===== src/rtl/mem_wb_pipe_if.sv =====
// mem_wb_pipe_if: ready-handshaked word memory port between the MEM stage (master) and data memory (slave)
interface mem_wb_pipe_if;
    logic        mem_req;
    logic        mem_we;
    logic [31:0] mem_addr;
    logic [31:0] mem_wdata;
    logic        mem_ready;
    logic [31:0] mem_rdata;
    modport master(output mem_req, mem_we, mem_addr, mem_wdata, input mem_ready, mem_rdata);
    modport slave(input mem_req, mem_we, mem_addr, mem_wdata, output mem_ready, mem_rdata);
endinterface


===== src/rtl/mem_wb_pipe.sv =====
// mem_wb_pipe: EX/MEM and MEM/WB registers with data-memory access, timeout watchdog and stall; MEM/WB outputs feed EX forwarding
module mem_wb_pipe #(
    parameter int MEM_TIMEOUT = 16,
    parameter int CNT_W       = 5
) (
    input  logic               clk,
    input  logic               reset,
    input  logic               valid_ex,
    input  logic [31:0]        ALUResult_ex,
    input  logic [31:0]        MemWriteData_ex,
    input  logic [4:0]         rdAddr_ex,
    input  logic               RegWrite_ex,
    input  logic               MemRead_ex,
    input  logic               MemWrite_ex,
    input  logic               MemtoReg_ex,
    mem_wb_pipe_if.master      bus,
    output logic [31:0]        ALUResult_mem,
    output logic [4:0]         rdAddr_mem,
    output logic               RegWrite_mem,
    output logic               load_mem,
    output logic [31:0]        RegWriteData_wb,
    output logic [4:0]         rdAddr_wb,
    output logic               RegWrite_wb,
    output logic               stall_mem,
    output logic               mem_error
);
    typedef enum logic {IDLE, WAIT} state_t;
    state_t           state, state_n;
    logic [CNT_W-1:0] wait_cnt, wait_cnt_n;
    logic             valid_mem, rw_mem_r, mr_mem, mw_mem, m2r_mem;
    logic [31:0]      wdata_mem;
    logic             access, misaligned, ready_ok, timeout, done;
    assign access        = valid_mem & (mr_mem | mw_mem);
    assign misaligned    = access & (ALUResult_mem[1:0] != 2'b00);
    assign bus.mem_req   = access & ~misaligned;
    assign bus.mem_we    = mw_mem;
    assign bus.mem_addr  = ALUResult_mem;
    assign bus.mem_wdata = wdata_mem;
    assign ready_ok      = bus.mem_req & bus.mem_ready;
    assign timeout       = (state == WAIT) & (wait_cnt == CNT_W'(MEM_TIMEOUT - 1)) & ~bus.mem_ready;
    assign done          = ~access | misaligned | ready_ok | timeout;
    assign stall_mem     = ~done;
    assign RegWrite_mem  = valid_mem & rw_mem_r & (rdAddr_mem != 5'd0);
    assign load_mem      = valid_mem & mr_mem;
    always_comb begin
        state_n    = state;
        wait_cnt_n = wait_cnt;
        if (state == IDLE) begin
            if (bus.mem_req & ~bus.mem_ready) begin
                state_n    = WAIT;
                wait_cnt_n = CNT_W'(1);
            end
        end else if (ready_ok | timeout) begin
            state_n    = IDLE;
            wait_cnt_n = '0;
        end else begin
            wait_cnt_n = wait_cnt + CNT_W'(1);
        end
    end
    always_ff @(posedge clk) begin
        if (reset) begin
            state           <= IDLE;
            wait_cnt        <= '0;
            valid_mem       <= 1'b0;
            ALUResult_mem   <= '0;
            wdata_mem       <= '0;
            rdAddr_mem      <= '0;
            rw_mem_r        <= 1'b0;
            mr_mem          <= 1'b0;
            mw_mem          <= 1'b0;
            m2r_mem         <= 1'b0;
            RegWriteData_wb <= '0;
            rdAddr_wb       <= '0;
            RegWrite_wb     <= 1'b0;
            mem_error       <= 1'b0;
        end else begin
            state     <= state_n;
            wait_cnt  <= wait_cnt_n;
            mem_error <= mem_error | timeout | misaligned;
            if (!stall_mem) begin
                valid_mem     <= valid_ex;
                ALUResult_mem <= ALUResult_ex;
                wdata_mem     <= MemWriteData_ex;
                rdAddr_mem    <= rdAddr_ex;
                rw_mem_r      <= RegWrite_ex;
                mr_mem        <= MemRead_ex;
                mw_mem        <= MemWrite_ex;
                m2r_mem       <= MemtoReg_ex;
            end
            // a failed or timed-out load writes zero rather than stale bus data
            if (done & valid_mem) begin
                rdAddr_wb       <= rdAddr_mem;
                RegWrite_wb     <= RegWrite_mem;
                RegWriteData_wb <= m2r_mem ? (ready_ok ? bus.mem_rdata : 32'h0) : ALUResult_mem;
            end else begin
                RegWrite_wb <= 1'b0;
            end
        end
    end
endmodule


===== src/flat_wrapper.sv =====
// flat-port wrapper written by rule: the top's interface ports become plain ports
module mem_wb_pipe_flat 
#(
    parameter int MEM_TIMEOUT = 16,
    parameter int CNT_W       = 5
)
  (clk, reset, valid_ex, ALUResult_ex, MemWriteData_ex, rdAddr_ex, RegWrite_ex, MemRead_ex, MemWrite_ex, MemtoReg_ex, ALUResult_mem, rdAddr_mem, RegWrite_mem, load_mem, RegWriteData_wb, rdAddr_wb, RegWrite_wb, stall_mem, mem_error, bus_mem_req, bus_mem_we, bus_mem_addr, bus_mem_wdata, bus_mem_ready, bus_mem_rdata);
  mem_wb_pipe_if bus_i ();
  input  logic clk;
  input  logic reset;
  input  logic valid_ex;
  input  logic [31:0] ALUResult_ex;
  input  logic [31:0] MemWriteData_ex;
  input  logic [4:0] rdAddr_ex;
  input  logic RegWrite_ex;
  input  logic MemRead_ex;
  input  logic MemWrite_ex;
  input  logic MemtoReg_ex;
  output logic [31:0] ALUResult_mem;
  output logic [4:0] rdAddr_mem;
  output logic RegWrite_mem;
  output logic load_mem;
  output logic [31:0] RegWriteData_wb;
  output logic [4:0] rdAddr_wb;
  output logic RegWrite_wb;
  output logic stall_mem;
  output logic mem_error;
  output wire logic [$bits(bus_i.mem_req)-1:0] bus_mem_req;
  output wire logic [$bits(bus_i.mem_we)-1:0] bus_mem_we;
  output wire logic [$bits(bus_i.mem_addr)-1:0] bus_mem_addr;
  output wire logic [$bits(bus_i.mem_wdata)-1:0] bus_mem_wdata;
  input wire logic [$bits(bus_i.mem_ready)-1:0] bus_mem_ready;
  input wire logic [$bits(bus_i.mem_rdata)-1:0] bus_mem_rdata;
  assign bus_mem_req = bus_i.mem_req;
  assign bus_mem_we = bus_i.mem_we;
  assign bus_mem_addr = bus_i.mem_addr;
  assign bus_mem_wdata = bus_i.mem_wdata;
  assign bus_i.mem_ready = bus_mem_ready;
  assign bus_i.mem_rdata = bus_mem_rdata;
  mem_wb_pipe #(.MEM_TIMEOUT(MEM_TIMEOUT), .CNT_W(CNT_W)) u_core (.clk(clk), .reset(reset), .valid_ex(valid_ex), .ALUResult_ex(ALUResult_ex), .MemWriteData_ex(MemWriteData_ex), .rdAddr_ex(rdAddr_ex), .RegWrite_ex(RegWrite_ex), .MemRead_ex(MemRead_ex), .MemWrite_ex(MemWrite_ex), .MemtoReg_ex(MemtoReg_ex), .bus(bus_i), .ALUResult_mem(ALUResult_mem), .rdAddr_mem(rdAddr_mem), .RegWrite_mem(RegWrite_mem), .load_mem(load_mem), .RegWriteData_wb(RegWriteData_wb), .rdAddr_wb(rdAddr_wb), .RegWrite_wb(RegWrite_wb), .stall_mem(stall_mem), .mem_error(mem_error));
endmodule

===== config.mk =====
export PLATFORM = sky130hd
export DESIGN_NAME = mem_wb_pipe_flat
export DESIGN_NICKNAME = d
export VERILOG_FILES = /design/src/rtl/mem_wb_pipe_if.sv /design/src/rtl/mem_wb_pipe.sv /design/src/flat_wrapper.sv
export SDC_FILE = /design/constraint.sdc
export NUM_CORES = 1
export LEC_CHECK = 0
export CELL_PAD_IN_SITES_DETAIL_PLACEMENT = 1
export CELL_PAD_IN_SITES_GLOBAL_PLACEMENT = 2
export CORE_UTILIZATION = 23
export DETAILED_ROUTE_END_ITERATION = 6
export PLACE_DENSITY = 0.82
export SLEW_MARGIN = 25
export SYNTH_ARGS = -nofsm -noshare
export SYNTH_HDL_FRONTEND = slang
export SYNTH_SLANG_ARGS = --single-unit

===== constraint.sdc =====
create_clock -name clk -period 6.15 [get_ports clk]
set_clock_uncertainty 0.05 [all_clocks]
set_input_delay 1.23 -clock clk [delete_from_list [all_inputs] [get_ports clk]]
set_output_delay 1.23 -clock clk [all_outputs]
set_load 0.005 [all_outputs]

[Word level (Yosys, flattened, before mapping)]
Index checks and enable logic that the tools add are counted.
Operators by class
  add/sub/neg operators: 1
  multiply operators: 0
  div/mod/pow operators: 0
  $lt $le $gt $ge: 0
  eq/ne operators: 1
  shift-type cells: 0
  mux-type cells: 8
  bitwise logic cells: 23
  reductions and logical operators: 4
Operators with widths (count)
  $mux 32: 2
  $mux 5: 3
  $and 1x1->1: 11
  $or 1x1->1: 7
  $add 5x1->5 const B: 1
  $eq 5x4->1 const B: 1
  $not 1->1: 5
  $reduce_bool 5->1: 1
  $reduce_bool 2->1: 2
  $mux 1: 3
  $reduce_or 2->1: 1
Storage, ports and cells
  flip-flop bits (word level): 119
  bits in latches: 0
  memory bits (writable): 0
  bits in read-only memories: 0
  bits of input ports: 109
  output and inout port bits: 145
  logic and storage cells: 51
  memories: 0

[Depth between registers and ports, before layout]
Gate-level depths: netlist (run 1).
  depth after elaboration: 11
  depth in mapped cells: 10
  depth with buffers taken out: 8

[Least setup slack after synthesis (run 1)]
No wires, ideal clock.
  kind: input port to output port
  start point: input bus_mem_ready
  end point: output stall_mem
  arrival time: 1718 ps
  data required time: 4870 ps
  path slack: 3152 ps
  stages: 4
  path buffers: 1
  cell sequence: inv_1 nand4_2 inv_2 buf_2
Between the ends
  cells in the longest elaborated chain, start to end: 4
  elaborated cells on any way between the ends: 6
  classes of those cells: 6 x bitwise
Ends and longest elaborated chain
  start: declaration: line flat_wrapper.sv:32  | input wire logic [$bits(bus_i.mem_ready)-1:0] bus_mem_ready;
  $and 1x1->1 or $not 1->1 (tied branches): line mem_wb_pipe.sv:39, mem_wb_pipe.sv:40
  $or 1x1->1 or $and 1x1->1 (tied branches): line mem_wb_pipe.sv:41, mem_wb_pipe.sv:40
  $or 1x1->1 (*): line mem_wb_pipe.sv:41  | assign done = ~access | misaligned | ready_ok | timeout;
  $not 1->1 (*): line mem_wb_pipe.sv:42  | assign stall_mem = ~done;
  end: declaration: line flat_wrapper.sv:26  | output logic stall_mem;
Mark *: on every way between the ends. The rest lies on a longest branch, timed or not.

[Worst setup path after layout (run 1)]
Same ends and word-level chain as after synthesis.

==> results_tabular.tex, run 1 <==
\begin{tabular}{lr}
\hline
Metric & Value \\
\hline
\multicolumn{2}{l}{\textbf{Run status}} \\
\quad Run status & complete, no violations \\
\multicolumn{2}{l}{\textbf{Route}} \\
\quad Routed via count divided by cell count & between 4 and 5 \\
\quad Count of unresolved DRC violations after routing & 0 \\
\quad Total length of routed wires & 17600 um \\
\quad First DRT Iteration DRCs & 117 \\
\quad Via count & 4754 \\
\quad Remaining antenna violation count after routing & 0 \\
\quad Routed length per placed instance & 16.7 um \\
\quad Router iterations before antenna repair & 4 \\
\multicolumn{2}{l}{\textbf{Finish}} \\
\quad Most frequent standard cell in the layout excluding fill and tap cells & clkdlybuf4s50\_1 \\
\quad Post-route cell area & 0.00795 mm2 \\
\quad Area added between synthesis and finish & 63.1\% \\
\quad Nets & around 890 \\
\quad Finished Layout Cells & between 1000 and 1500 \\
\quad Share of cells above drive strength 1 & under 10\% \\
\quad Most used cells in the layout excluding fill and tap cells & clkdlybuf4s50\_1, nand2\_1, dfxtp\_1, a21oi\_1, nor2\_1 \\
\quad Area taken by multi-input logic gates & just over 0.002 mm2 \\
\quad Filler cell count in the final layout & around 2400 \\
\quad Area used by sequential logic in the layout & roughly 0.0024 mm2 \\
\multicolumn{2}{l}{\textbf{Placement}} \\
\quad Worst Setup Slack post-DPL & about 2.3 ns \\
\quad Number of cells in the design after placement & 1028 \\
\quad Final weighted congestion in routability-driven placement & about 0.73 \\
\quad Instance area after placement & roughly 0.0073 mm2 \\
\quad PortBufs & $\sim$250 \\
\quad Final HPWL DP & approximately 12000 um \\
\multicolumn{2}{l}{\textbf{Hold path}} \\
\quad Instance count along the most critical hold path & 2 \\
\quad Type of the tightest min-delay check & reg2reg \\
\quad Startpoint of the worst hold path & u\_core.bus.mem\_wdata[27] \\
\multicolumn{2}{l}{\textbf{Clock network}} \\
\quad Clock Tree Root & clkbuf\_16 \\
\quad Postcts setup bufs & 0 \\
\quad Number of levels in the clock H-tree & 4 \\
\quad Number of clock sinks & approximately 120 \\
\quad Clock Path Buffers & 2 \\
\quad Resized Gates After CTS & 0 \\
\quad Source-to-sink clock delay at the later pin of the worst-skew pair & 0.41 ns \\
\quad Count of hold-fix buffers inserted at cts & 0 \\
\quad Clk slew on worst S/H paths & about 0.05 ns \\
\quad TritonCTS clock tree & built \\
\quad CTS buffer count & 17 \\
\multicolumn{2}{l}{\textbf{Timing}} \\
\quad Final hold viol count & 0 \\
\quad RSZ-0062 raised after global routing & false \\
\quad Setup violation total in the final timing report & 0 \\
\quad Tcrit/Tclk final & a little over three fifths \\
\quad Post-route minimum period & roughly 3.9 ns \\
\quad Setup TNS & 0 ns \\
\quad Upper clock frequency limit & about 260 MHz \\
\quad Relative slew slack & between 40\% and 50\% \\
\quad Worst-Margin Slew & approximately 0.9 ns \\
\quad Final number of max-transition violations & 0 \\
\quad Worst Slack Setup Final & 2.28 ns \\
\multicolumn{2}{l}{\textbf{Setup path}} \\
\quad Number of cells on the worst reg-to-reg path & 8 \\
\quad WS Path Type & in2out \\
\quad Required time reported for the critical path endpoint & 4.87 ns \\
\quad R2R Path Start & u\_core.wait\_cnt[0] \\
\quad Endpoint class of the critical path & output port \\
\quad Crit path launch & bus\_mem\_ready \\
\quad Largest fanout of any net on the critical path & 6 \\
\quad Data arrival, critical path & roughly 2.6 ns \\
\quad Setup crit start kind & input pin \\
\multicolumn{2}{l}{\textbf{Global route}} \\
\quad All-layer global routing usage & between 10\% and 20\% \\
\quad Maximum number of pins on one net before global-route repair & 75 \\
\quad GRT Max-Usage Layer & met2 \\
\quad Total congestion overflow & 0 \\
\quad Global Route met3 Usage & under 10\% \\
\quad Wire length of the first global-routing pass & around 28000 um \\
\quad Number of global-route vias before repair & 4877 \\
\quad Met2 layer usage reported by global route & a little over a quarter \\
\quad Global-route met1 utilization & $\sim$20\% \\
\quad Initial antenna violation count & 1 \\
\multicolumn{2}{l}{\textbf{Floorplanning}} \\
\quad Die span in y & around 150 um \\
\quad Floorplan die area & between 0.02 and 0.025 mm2 \\
\quad Core outline area & between 0.02 and 0.025 mm2 \\
\quad Io pins & about 250 \\
\quad Starting Density & approximately a quarter \\
\quad Row count & 52 \\
\quad Die Wd & around 150 um \\
\multicolumn{2}{l}{\textbf{Synth}} \\
\quad Most used DFF post-synth & dfxtp\_1 \\
\quad Post-synthesis cell area & roughly 0.0049 mm2 \\
\quad Portion of synthesized cell area occupied by the leading cell type & 48.9\% \\
\quad Area contributors post-synth & dfxtp\_1, nand2\_1, a21oi\_1 \\
\quad Cells after Synth & between 500 and 600 \\
\quad Post-synthesis area per instance & 8.49 um2 \\
\quad Number of register bits inferred by synthesis & around 120 \\
\quad Share of synthesized area occupied by flip-flops and latches & 48.9\% \\
\quad Cell variety after synth & 34 \\
\quad Post-Syn Nets & approximately 690 \\
\quad Syn. warnings & 0 \\
\quad Synth async-reset ratio & 0\% \\
\quad Cell taking the most area after synthesis & dfxtp\_1 \\
\quad Number of enable flip-flop cells after synthesis & 0 \\
\multicolumn{2}{l}{\textbf{Power and ir drop}} \\
\quad Leakage dissipation & around 3.0 nW \\
\quad Total design power & $\sim$0.0022 W \\
\quad Peak supply drop & 0.000168 V \\
\quad Total power divided by cell area & 278 mW/mm2 \\
\multicolumn{2}{l}{\textbf{Job}} \\
\quad Max-cap violations & 0 \\
\hline
\end{tabular}
==> power breakdown <==
group / switching, W / total [W] / internal, W
clock: 0.000358 / 0.00105 / 0.000693
combinational: 0.000116 / 0.000303 / 0.000187
sequential: 0.0000370 / 0.000854 / 0.000817
==> registers in the layout, indices dropped and copies added, names as in the netlist, 5 cells and up <==
name / flops
u_core.ALUResult_mem: 32
u_core.RegWriteData_wb: 32
u_core.bus.mem_wdata: 32
u_core.rdAddr_mem: 5
u_core.rdAddr_wb: 5
u_core.wait_cnt: 5
==> worst max-delay path, stage by stage <==
cell             delay [ns]
clkdlybuf4s50_1        0.53
inv_1                  0.17
nand4_4                0.09
inv_2                  0.07
clkdlybuf4s50_1        0.49
==> final timing paths <==
kind,slack [ns],end
max reg2reg,3.55,u_core.RegWriteData_wb[25]
min,0.40,u_core.bus.mem_wdata[27]
min reg2reg,0.40,u_core.bus.mem_wdata[27]
max,2.28,stall_mem
==> logic make-up (layout without fill, tap and decap cells) <==
logic type	after synthesis	after routing	share of synthesized area, %
AOI/OAI and AO/OA	122	122	17.3
adders and majority gates	2	2	0.513
buffers and inverters	82	296	10.2
DFF	119	119	48.9
other	0	1	0
and+or+nand+nor	249	249	23.1
==> layer usage <==
metal | up-vias | part of all wire [%]
met5 | - | 0
met4 | 0 | 0.94
met3 | 12 | 9.0
met2 | 182 | 46
met1 | 2243 | 44
li1 | 2317 | -
==> final cells by class <==
| class | instances | area share [%] |
|---|---|---|
| Multi-Input combinational cell | 373 | 25.4 |
| Timing Repair Buffer | 259 | 32.4 |
| Inverter | 7 | 0.331 |
| Antenna cell | 1 | 0.0315 |
| Clock buffer | 21 | 5.79 |
| Sequential cell | 119 | 30.0 |
| Clock inverter | 9 | 1.89 |
| Tap cell | 270 | 4.25 |
==> through the flow <==
step,hold WS (ns),util (%)
3_5_place_dp,0.395,35.8
4_1_cts,0.400,38.8
3_3_place_gp,0.387,35.8
6_report,0.396,38.8
2_1_floorplan,0.382,-
5_1_grt,0.421,38.8
==> Yosys cell counts (2+ instances only) <==
| cell | instances |
|---|---|
| dfxtp_1 | 119 |
| nor3_2 | 20 |
| and3_1 | 2 |
| nor2_1 | 43 |
| nor3b_1 | 4 |
| ha_1 | 2 |
| a31oi_1 | 3 |
| and2_1 | 2 |
| inv_1 | 6 |
| nand3b_1 | 2 |
| clkbuf_1 | 20 |
| buf_6 | 3 |
| a21oi_1 | 76 |
| nand3_1 | 2 |
| buf_4 | 40 |
| nor3_1 | 13 |
| buf_2 | 11 |
| a221oi_1 | 21 |
| a221oi_2 | 11 |
| a22oi_1 | 2 |
| a211oi_1 | 3 |
| nand2_1 | 157 |
(Power assumes the default switching activity.)
==> run 2: changes to the inputs <==
--- a/config.mk
+++ b/config.mk
@@ -7,9 +7,9 @@
 export LEC_CHECK = 0
 export CELL_PAD_IN_SITES_DETAIL_PLACEMENT = 1
 export CELL_PAD_IN_SITES_GLOBAL_PLACEMENT = 2
-export CORE_UTILIZATION = 23
+export CORE_UTILIZATION = 21
 export DETAILED_ROUTE_END_ITERATION = 6
-export PLACE_DENSITY = 0.82
+export PLACE_DENSITY = 0.76
 export SLEW_MARGIN = 25
 export SYNTH_ARGS = -nofsm -noshare
 export SYNTH_HDL_FRONTEND = slang
==> constraint.sdc (replaced) <==
create_clock -name clk -period 3.95 [get_ports clk]
set_clock_uncertainty 0.05 [all_clocks]
set_input_delay 0.79 -clock clk [delete_from_list [all_inputs] [get_ports clk]]
set_output_delay 0.79 -clock clk [all_outputs]
set_load 0.005 [all_outputs]
==> results_tabular.tex, run 2 (synthesis gave the netlist of run 1 again) <==
\begin{tabular}{lr}
\hline
Metric & Value \\
\hline
\multicolumn{2}{l}{\textbf{Route}} \\
\quad Remaining antenna violation count after routing & 0 (unchanged) \\
\quad First DRT Iteration DRCs & 112 (was 117) \\
\quad Total length of routed wires & 18600 um (was 17600 um) \\
\quad Via count & 4786 (was 4754) \\
\quad Routed via count divided by cell count & 4.44 (was 4.49) \\
\quad Routed length per placed instance & 17.3 um (was 16.7 um) \\
\quad Count of unresolved DRC violations after routing & 0 (unchanged) \\
\quad Router iterations before antenna repair & 4 (unchanged) \\
\multicolumn{2}{l}{\textbf{Power and ir drop}} \\
\quad Internal power contribution & 0.00260 W (was 0.00170 W) \\
\quad Peak supply drop & 0.000238 V (was 0.000168 V) \\
\quad Leakage dissipation & 3.05 nW (was 3.03 nW) \\
\quad Total power divided by cell area & 433 mW/mm2 (was 278 mW/mm2) \\
\quad Net Sw Power & 0.000868 W (was 0.000511 W) \\
\quad Combinational share of power & 13.7\% (about the same) \\
\quad Net switching fraction of the power & 25.1\% (was 23.1\%) \\
\quad Share of total power in sequential cells & 38.4\% (was 38.7\%) \\
\quad Part of the total power dissipated in the clock network & 47.9\% (was 47.6\%) \\
\multicolumn{2}{l}{\textbf{Floorplanning}} \\
\quad Io pins & 254 (unchanged) \\
\quad Die Wd & 154 um (was 148 um) \\
\quad Starting Density & 21.5\% (was 23.8\%) \\
\quad Core outline area & 0.0227 mm2 (was 0.0205 mm2) \\
\quad Die span in y & 154 um (was 148 um) \\
\quad Row count & 55 (was 52) \\
\quad Floorplan die area & 0.0238 mm2 (was 0.0218 mm2) \\
\multicolumn{2}{l}{\textbf{Timing}} \\
\quad Final number of max-transition violations & 0 (unchanged) \\
\quad Upper clock frequency limit & between 300 and 400 MHz \\
\quad RSZ-0062 raised after global routing & false (unchanged) \\
\quad Setup violation total in the final timing report & 0 (unchanged) \\
\quad Post-route minimum period & 3.07 ns \\
\quad Worst slack on hold paths & 0.403 ns (was 0.396 ns) \\
\quad Setup TNS & 0 ns (unchanged) \\
\quad Worst-Margin Slew & 0.927 ns (was 0.895 ns) \\
\quad Relative slew slack & 38.2\% (was 40.3\%) \\
\quad Final hold viol count & 0 (unchanged) \\
\quad Tcrit/Tclk final & 77.6\% \\
\multicolumn{2}{l}{\textbf{Hold path}} \\
\quad Type of the tightest min-delay check & reg2reg (unchanged) \\
\multicolumn{2}{l}{\textbf{Global route}} \\
\quad Met2 layer usage reported by global route & 25.0\% (was 26.6\%) \\
\quad Global-route met1 utilization & 20.1\% (was 20.3\%) \\
\quad All-layer global routing usage & 16.0\% (was 16.5\%) \\
\quad Number of global-route vias before repair & 4940 (was 4877) \\
\quad GRT Max-Usage Layer & met2 (unchanged) \\
\quad Total congestion overflow & 0 (unchanged) \\
\quad Initial antenna violation count & 1 (unchanged) \\
\quad Wire length of the first global-routing pass & 29000 um (was 27600 um) \\
\quad Global Route met3 Usage & 6.81\% (was 6.64\%) \\
\quad Maximum number of pins on one net before global-route repair & 75 (unchanged) \\
\multicolumn{2}{l}{\textbf{Setup path}} \\
\quad Crit-path leading delay family & buffers and inverters (unchanged) \\
\quad Most used cell along the critical path & ha\_1 (was clkdlybuf4s50\_1) \\
\quad Worst reg-to-reg setup slack & 1.52 ns (was 3.55 ns) \\
\quad CP max-delay cell & clkdlybuf4s50\_1 (unchanged) \\
\quad WS Path Type & reg2out (was in2out) \\
\quad Buffering stage count on the worst path with inverters included & 2 (was 4) \\
\quad Delay of the slowest cell on the worst path & 0.52 ns (was 0.53 ns) \\
\quad Largest fanout of any net on the critical path & 4 (was 6) \\
\quad Required time reported for the critical path endpoint & 3.11 ns (was 4.87 ns) \\
\quad Setup crit start kind & register (was input pin) \\
\quad Critical path cell sequence & ha\_1 -> and3\_1 -> ha\_1 -> nand2\_1 -> nand4\_4 -> inv\_2 -> clkdlybuf4s50\_1 (was clkdlybuf4s50\_1 -> inv\_1 -> nand4\_4 -> inv\_2 -> clkdlybuf4s50\_1) \\
\quad Data arrival, critical path & 2.23 ns (was 2.59 ns) \\
\quad Endpoint class of the critical path & output port (unchanged) \\
\multicolumn{2}{l}{\textbf{Job}} \\
\quad Max-cap violations & 0 (unchanged) \\
\multicolumn{2}{l}{\textbf{Finish}} \\
\quad Most frequent standard cell in the layout excluding fill and tap cells & clkdlybuf4s50\_1 (unchanged) \\
\quad Nets & 890 (was 888) \\
\quad Area added between synthesis and finish & 64.3\% (was 63.1\%) \\
\quad Filler cell count in the final layout & 2623 (was 2405) \\
\quad Most used cells in the layout excluding fill and tap cells & clkdlybuf4s50\_1, nand2\_1, dfxtp\_1, a21oi\_1, nor2\_1 (unchanged) \\
\quad Share of cells above drive strength 1 & 9.72\% (was 9.01\%) \\
\quad Util after Layout & 35.3\% (was 38.8\%) \\
\multicolumn{2}{l}{\textbf{Clock network}} \\
\quad Postcts setup bufs & 0 (unchanged) \\
\quad CTS buffer count & 17 (unchanged) \\
\quad Source-to-sink clock delay at the later pin of the worst-skew pair & 0.41 ns (about the same) \\
\quad Number of levels in the clock H-tree & 4 (unchanged) \\
\quad Count of hold-fix buffers inserted at cts & 0 (unchanged) \\
\quad Clock Path Buffers & 2 (unchanged) \\
\quad TritonCTS clock tree & built (unchanged) \\
\quad Clock Tree Root & clkbuf\_16 (unchanged) \\
\quad Clk slew on worst S/H paths & 0.06 ns (was 0.05 ns) \\
\quad Resized Gates After CTS & 0 (unchanged) \\
\quad Number of clock sinks & 119 (unchanged) \\
\multicolumn{2}{l}{\textbf{Run status}} \\
\quad Run status & complete, no violations (unchanged) \\
\multicolumn{2}{l}{\textbf{Placement}} \\
\quad PortBufs & 253 (unchanged) \\
\quad Final weighted congestion in routability-driven placement & 0.702 (was 0.734) \\
\quad Final HPWL DP & 12400 um (was 11800 um) \\
\hline
\end{tabular}
[run 2: changes by cell type in the layout (fill, tap and decap cells not counted)]
cell | previous run | this run
buf_12 | 0 | 1
clkinv_4 | 0 | 2
clkinvlp_4 | 2 | 4
clkinv_2 | 3 | 1
bufinv_16 | 4 | 3
clkbuf_1 | 2 | 0
buf_4 | 7 | 8
inv_6 | 0 | 3
[run 2: final timing paths]
path / from / end / cells past startpoint
worst min register to register: u_core.bus.mem_wdata[1] / u_core.bus.mem_wdata[1] / 2
worst max-delay path: u_core.wait_cnt[0] / stall_mem / 7
worst min-delay path: u_core.bus.mem_wdata[1] / u_core.bus.mem_wdata[1] / 2
worst max register to register: u_core.wait_cnt[0] / u_core.RegWriteData_wb[17] / 7
[run 2: stage by stage]
step / power (W) / worst slack, ns / cells / area [um2]
after global routing: 0.00364 / 0.729 / 1077 / 8010
after floorplan: 0.00153 / 1.68 / 574 / 4870
after detailed placement: 0.00184 / 0.912 / 1045 / 7380
after global placement: 0.00183 / 0.899 / 1045 / 7380
final: 0.00347 / 0.885 / 1078 / 8010
after CTS: 0.00353 / 0.827 / 1077 / 8010
[run 2: power groups by stage]
stage	Clock, W	Sequential [W]	Combinational [W]
global placement	0	0.00136	0.000477
finish	0.00166	0.00133	0.000474
floorplan	0	0.00135	0.000178
CTS	0.00171	0.00133	0.000483
detailed placement	0	0.00136	0.000480
global route	0.00178	0.00134	0.000517
[run 2: area by class of cell]
class,count,area (um2),area share [%]
clock buffer,19,453,5.66
inverter,7,26.3,0.328
timing repair buffer,261,2600,32.5
clock inverter,13,169,2.11
tap,285,357,4.45
sequential,119,2380,29.7
antenna,1,2.50,0.0313
multi-input combinational,373,2020,25.2
[run 2: worst register-to-register path: cells and delay by family (launching register included)]
family | cells | cell delay [ns]
adder cells (fa/ha/maj) | 2 | 0.43
AO/OA/AOI/OAI | 1 | 0.75
AND/OR/NAND/NOR | 4 | 0.73
flip-flops | 1 | 0.34
[run 2: layer usage]
layer  vias up  routed length (um)
met5         -                   0
met4         0                 137
met3         9                1620
met2       179                8210
met1      2264                8640
li1       2334                   -
